===== config.mk =====
export PLATFORM = sky130hd
export DESIGN_NAME = tx_frame_sequencer
export DESIGN_NICKNAME = d
export VERILOG_FILES = /design/src/rtl/tx_frame_sequencer.sv
export SDC_FILE = /design/constraint.sdc
export NUM_CORES = 1
export LEC_CHECK = 0
export CORE_MARGIN = 3
export CORE_UTILIZATION = 59
export CTS_CLUSTER_DIAMETER = 120
export DETAILED_ROUTE_END_ITERATION = 10
export MAX_ROUTING_LAYER = met4
export PLACE_DENSITY_LB_ADDON = 0.15
export SKIP_CTS_REPAIR_TIMING = 1
export SYNTH_ARGS = -nofsm -noshare
export SYNTH_HDL_FRONTEND = slang
export SYNTH_SLANG_ARGS = --single-unit

===== constraint.sdc =====
create_clock -name clk_in -period 3 [get_ports clk_in]
set_input_delay 0.6 -clock clk_in [delete_from_list [all_inputs] [get_ports clk_in]]
set_output_delay 0.6 -clock clk_in [all_outputs]
set_load 0.03 [all_outputs]

===== src/rtl/tx_frame_sequencer.sv =====
// Serial transmit framer: preamble, 8 data bits MSB first, even parity, then an idle gap.
// Carries its own bit-period divider; one frame per byte accepted on the valid/ready side.
module tx_frame_sequencer #(
   parameter int unsigned BIT_CYCLES = 12500,
   parameter int unsigned PRE_LEN    = 8,
   parameter logic [15:0] PREAMBLE   = 16'h00AA,
   parameter int unsigned GAP_BITS   = 2
) (
   input  logic       clk_in,
   input  logic       rst,
   input  logic [7:0] tx_data,
   input  logic       tx_valid,
   output logic       tx_ready,
   input  logic       abort,
   output logic       tx_bit,
   output logic       tx_active,
   output logic       bit_tick,
   output logic       frame_done
);

   localparam int unsigned DW = (BIT_CYCLES > 1) ? $clog2(BIT_CYCLES) : 1;
   localparam int unsigned GW = (GAP_BITS > 1) ? $clog2(GAP_BITS) : 1;
   localparam logic [DW-1:0] DIV_LAST = DW'(BIT_CYCLES - 1);
   localparam logic [3:0]    PRE_LAST = 4'(PRE_LEN - 1);
   localparam logic [GW-1:0] GAP_LAST = GW'(GAP_BITS - 1);
   // Preamble left-justified so its first bit to send always sits at bit 15.
   localparam logic [15:0]   PRE_ALIGNED = PREAMBLE << (16 - PRE_LEN);

   typedef enum logic [2:0] {S_IDLE, S_PRE, S_DATA, S_PAR, S_GAP} state_t;

   state_t        state_q, state_d;
   logic [DW-1:0] div_q, div_d;
   logic [3:0]    cnt_q, cnt_d;
   logic [GW-1:0] gap_q, gap_d;
   logic [15:0]   pre_sr_q, pre_sr_d;
   logic [7:0]    data_sr_q, data_sr_d;
   logic          parity_q, parity_d;
   logic          tx_bit_q, tx_bit_d;
   logic          tx_active_q, tx_active_d;
   logic          bit_tick_q, bit_tick_d;
   logic          frame_done_q, frame_done_d;
   logic          accept, tick;

   assign tx_ready   = (state_q == S_IDLE) & ~abort;
   assign accept     = tx_valid & tx_ready;
   assign tick       = (state_q != S_IDLE) && (div_q == DIV_LAST);
   assign tx_bit     = tx_bit_q;
   assign tx_active  = tx_active_q;
   assign bit_tick   = bit_tick_q;
   assign frame_done = frame_done_q;

   always_ff @(posedge clk_in or posedge rst) begin
      if (rst) begin
         state_q      <= S_IDLE;
         div_q        <= '0;
         cnt_q        <= '0;
         gap_q        <= '0;
         pre_sr_q     <= '0;
         data_sr_q    <= '0;
         parity_q     <= 1'b0;
         tx_bit_q     <= 1'b0;
         tx_active_q  <= 1'b0;
         bit_tick_q   <= 1'b0;
         frame_done_q <= 1'b0;
      end else begin
         state_q      <= state_d;
         div_q        <= div_d;
         cnt_q        <= cnt_d;
         gap_q        <= gap_d;
         pre_sr_q     <= pre_sr_d;
         data_sr_q    <= data_sr_d;
         parity_q     <= parity_d;
         tx_bit_q     <= tx_bit_d;
         tx_active_q  <= tx_active_d;
         bit_tick_q   <= bit_tick_d;
         frame_done_q <= frame_done_d;
      end
   end

   always_comb begin
      state_d = state_q;
      if (state_q == S_IDLE) begin
         if (accept) state_d = S_PRE;
      end else if (abort) begin
         state_d = S_IDLE;
      end else if (tick) begin
         case (state_q)
            S_PRE:   if (cnt_q == PRE_LAST) state_d = S_DATA;
            S_DATA:  if (cnt_q == 4'd7) state_d = S_PAR;
            S_PAR:   state_d = S_GAP;
            S_GAP:   if (gap_q == GAP_LAST) state_d = S_IDLE;
            default: state_d = S_IDLE;
         endcase
      end
   end

   always_comb begin
      div_d        = div_q;
      cnt_d        = cnt_q;
      gap_d        = gap_q;
      pre_sr_d     = pre_sr_q;
      data_sr_d    = data_sr_q;
      parity_d     = parity_q;
      tx_bit_d     = tx_bit_q;
      tx_active_d  = tx_active_q;
      frame_done_d = 1'b0;
      if (state_q == S_IDLE) begin
         div_d = '0;
         if (accept) begin
            data_sr_d   = tx_data;
            parity_d    = ^tx_data;
            pre_sr_d    = PRE_ALIGNED << 1;
            tx_bit_d    = PRE_ALIGNED[15];
            tx_active_d = 1'b1;
            cnt_d       = '0;
            gap_d       = '0;
         end
      end else if (abort) begin
         div_d       = '0;
         cnt_d       = '0;
         gap_d       = '0;
         tx_bit_d    = 1'b0;
         tx_active_d = 1'b0;
      end else if (tick) begin
         div_d = '0;
         case (state_q)
            S_PRE: begin
               if (cnt_q == PRE_LAST) begin
                  cnt_d     = '0;
                  tx_bit_d  = data_sr_q[7];
                  data_sr_d = {data_sr_q[6:0], 1'b0};
               end else begin
                  cnt_d    = cnt_q + 4'd1;
                  tx_bit_d = pre_sr_q[15];
                  pre_sr_d = {pre_sr_q[14:0], 1'b0};
               end
            end
            S_DATA: begin
               if (cnt_q == 4'd7) begin
                  cnt_d    = '0;
                  tx_bit_d = parity_q;
               end else begin
                  cnt_d     = cnt_q + 4'd1;
                  tx_bit_d  = data_sr_q[7];
                  data_sr_d = {data_sr_q[6:0], 1'b0};
               end
            end
            S_PAR: begin
               tx_bit_d = 1'b0;
               gap_d    = '0;
            end
            S_GAP: begin
               if (gap_q == GAP_LAST) begin
                  tx_active_d  = 1'b0;
                  frame_done_d = 1'b1;
               end else begin
                  gap_d = gap_q + GW'(1);
               end
            end
            default: tx_bit_d = 1'b0;
         endcase
      end else begin
         div_d = div_q + DW'(1);
      end
   end

   // bit_tick is registered, so it is decoded from the divider value about to be loaded.
   always_comb begin
      bit_tick_d = (state_d != S_IDLE) && (div_d == DIV_LAST);
   end

endmodule


==> summary.txt <==
Outcome
  – Run status: finished, final reports clean

Critical path
  – CP endpoint: tx_ready
  – Top delay family on crit path: buffers and inverters
  – Worst stage delay on the critical path: 670 ps
  – Slowest CP cell: clkdlybuf4s50_1
  – Critical path fanouts, max: 9
  – Levels on crit path: 3
  – Worst R2R Setup Slack: roughly 520 ps
  – Reg-to-reg endpoint: cnt_q[3]
  – Worst setup path startpoint: state_q[2]
  – Kind of critical path: flip-flop to output port
  – R2R depth: 6
  – WP data required: 2400 ps
  – Arrival time at the worst endpoint: 1980 ps
  – Reg2reg start: div_q[0]
  – Crit-path cells: or3_1, nor2_1, clkdlybuf4s50_1
  – WP buf/inv: 1
  – CP Capture Type: output port
  – Worst Setup Start Kind: flip-flop

Synth
  – Sequential-to-total area share from yosys stat: around 42%
  – Compound-Gate Fraction of Synth Area: 11.0%
  – YS warnings: 0
  – Async set or reset register ratio after synthesis: 100%
  – Mux contribution to synthesized area: 6.31%
  – EDFF count, synth: 0
  – Syn_nets: 275
  – Post-synthesis cell type count: 53
  – Synth Area in Simple Gates: 26.5%
  – Synth Flop Type: dfrtp_1
  – Post-Synth XOR/XNOR Area: 7.90%
  – Largest family of logic cells by synthesized area: simple AND/OR/NAND/NOR gates
  – Syn avg cell area: slightly above 9 um^2
  – Synth Instances: 261
  – #FFs+latches synth: 41
  – Adder-Cell Fraction of Synth Area: 1.03%
  – Synth Cell Area: 0.00244 mm^2

Timing
  – Slew at the pin with the worst max-slew slack: 520 ps
  – Final slew viol count: 0
  – Slew headroom: approximately 65%
  – Unrepaired setup endpoints after global routing: no
  – Fin. Hold Viols: 0
  – Achievable Freq: 388 MHz
  – Fin Setup TNS: 0 ps
  – Final setup vio count: 0
  – Final hold slack: 489 ps
  – Tmin final: 2580 ps
  – Worst Slack Setup Final: about 420 ps
  – Tcrit/Tclk final: 85.9%
  – Final clock skew: about 4.5 ps

CTS
  – Clk slew on worst S/H paths: 70 ps
  – CTS Buffer Depth: 2
  – CTS root buffer: clkbuf_8
  – Skew-Pair Late Insertion Delay: 290 ps
  – Cts bufs inserted: 5
  – CTS tree: done
  – Sinks on Clock Net: 41
  – H-tree Lvls: 2

Drt
  – Drt drc: 0
  – Iter 0 DRT Violations: between 300 and 400
  – Final ANT Viol Nets: 0
  – Vias per cell: 5.96
  – Vias: slightly below 2000
  – Drt total wl: just over 5000 um
  – Detailed Routing Iterations Pass 1: 4
  – Drt wl/cell: 15.3 um

Die
  – Die width: 70.3 um
  – Die Ht: 70.3 um
  – Row count: 22
  – Core Region: 0.00383 mm^2
  – Die Area: around 0.005 mm^2
  – Initial Util: 63.7%
  – Num ports: 17

GRT
  – Total GRT Usage: between 20% and 30%
  – Pin count of the biggest net entering global routing: 42
  – Initial antenna violation count: 0
  – GRT overflow: 0
  – First-pass GRT wire length: 8690 um
  – Number of global-route vias before repair: 1941

Placed design
  – RePlAce Congestion: between 0.9 and 1
  – Pre-CTS setup slack: 541 ps
  – HPWL Detailed: 3570 um
  – I/O Buffers: 16

Final layout
  – Core Util, Final: 71.8%
  – Layout cells sized above 1: 12.4%
  – Number of diodes: 0
  – P&R area growth vs syn: 12.7%
  – Fin nets: slightly below 300

Pwr
  – P_leak: approximately 0.0013 uW
  – Tot Pwr: 1390 uW
  – VDD IR max: 0.380 mV
  – Pwr dens: 505 mW/mm^2

Min path
  – Tightest Hold Check Type: flip-flop to flip-flop

Job
  – Number of max-cap violations: 0
-- synthesized netlist by cell type (3+ instances only) --
cell	instances	area, um^2
a31oi_1	4	25.0
clkbuf_1	4	15.0
mux2i_1	6	60.1
xor2_1	10	87.6
a21oi_1	5	25.0
nand3_1	7	35.0
nand4_1	7	43.8
buf_6	4	45.0
nand2_1	38	143
dfrtp_1	41	1030
and3_1	6	37.5
o31ai_1	3	22.5
nor3_1	4	20.0
xnor2_1	12	105
mux2_2	7	78.8
nand3b_1	3	22.5
nor2_1	34	128
o211ai_1	3	22.5
o21ai_0	9	45.0
inv_1	12	45.0
-- power breakdown --
group,leakage [uW],switching (uW),internal [uW]
sequential,0.000533,50.5,645
combinational,0.000701,153,148
clock,0.0000542,184,208
total,0.00129,387,1000
-- flip-flops by register name, summed over array words and instances (netlist names), 3 cells and up --
name	count
data_sr_q	8
state_q	3
cnt_q	4
pre_sr_q	6
div_q	14
-- per-layer routing --
layer  GRT usage, %  up-vias  part of all wire [%]  wire [um]
li1               -      950                     -          -
met2           34.2       64                    47       2360
met4           8.30        0                   1.7         85
met1           29.7      949                    47       2360
met5              -        -                     0          0
met3           5.18        9                   4.9        246
-- layout by cell type (no fill, tap or decap), drive strengths merged, types with 3 or more instances in the layout --
cell,Yosys,layout
a21oi,5,5
a31oi,4,4
and3,6,6
and4,3,3
buf,7,9
clkbuf,4,7
clkdlybuf4s50,0,16
dfrtp,41,41
inv,12,12
mux2,8,8
mux2i,6,6
nand2,38,38
nand3,7,7
nand3b,4,4
nand4,7,7
nor2,35,35
nor3,4,4
o211ai,3,3
o21ai,9,9
o31ai,3,3
o41ai,3,3
xnor2,12,12
xor2,10,10
-- cells by family (layout without fill, tap and decap cells) --
group / Yosys count / in the layout
buffers and inverters: 23 / 45
AOI/OAI and AO/OA: 37 / 37
adders and majority gates: 2 / 2
and+or+nand+nor: 122 / 122
xor gates and xnor gates: 22 / 22
DFF: 41 / 41
muxes: 14 / 14
-- worst register-to-register path, cell delays in order, from the launching register on --
cell,delay (ps)
dfrtp_1,420
ha_1,220
or4bb_4,510
o41ai_1,430
a31oi_1,180
or2_1,300
o41ai_2,320
-- per-stage QoR --
stage | cell area [um^2] | instances
global placement | 2650 | 323
floorplan | 2440 | 261
CTS | 2750 | 331
finish | 2750 | 331
detailed placement | 2650 | 323
global route | 2750 | 331
-- final cells by class --
type	count	area, um^2
Fill cell	320	1080
Tap cell	48	60.1
Clock inverter	1	5.00
Multi-Input combinational cell	197	1290
Sequential cell	41	1030
Clock buffer	7	96.3
Inverter	12	45.0
Timing Repair Buffer	25	228
-- how the worst min path moves through the flow --
stage,startpoint,endpoint,slack (ps),cells after the start
3_5_place_dp,pre_sr_q[10],pre_sr_q[10],480,1
4_1_cts,pre_sr_q[10],pre_sr_q[10],490,1
5_1_grt,pre_sr_q[10],pre_sr_q[10],520,1
3_3_place_gp,pre_sr_q[10],pre_sr_q[10],470,1
6_report,pre_sr_q[10],pre_sr_q[10],490,1
2_1_floorplan,pre_sr_q[10],pre_sr_q[10],460,1
Power figures use the tool's default switching activity.
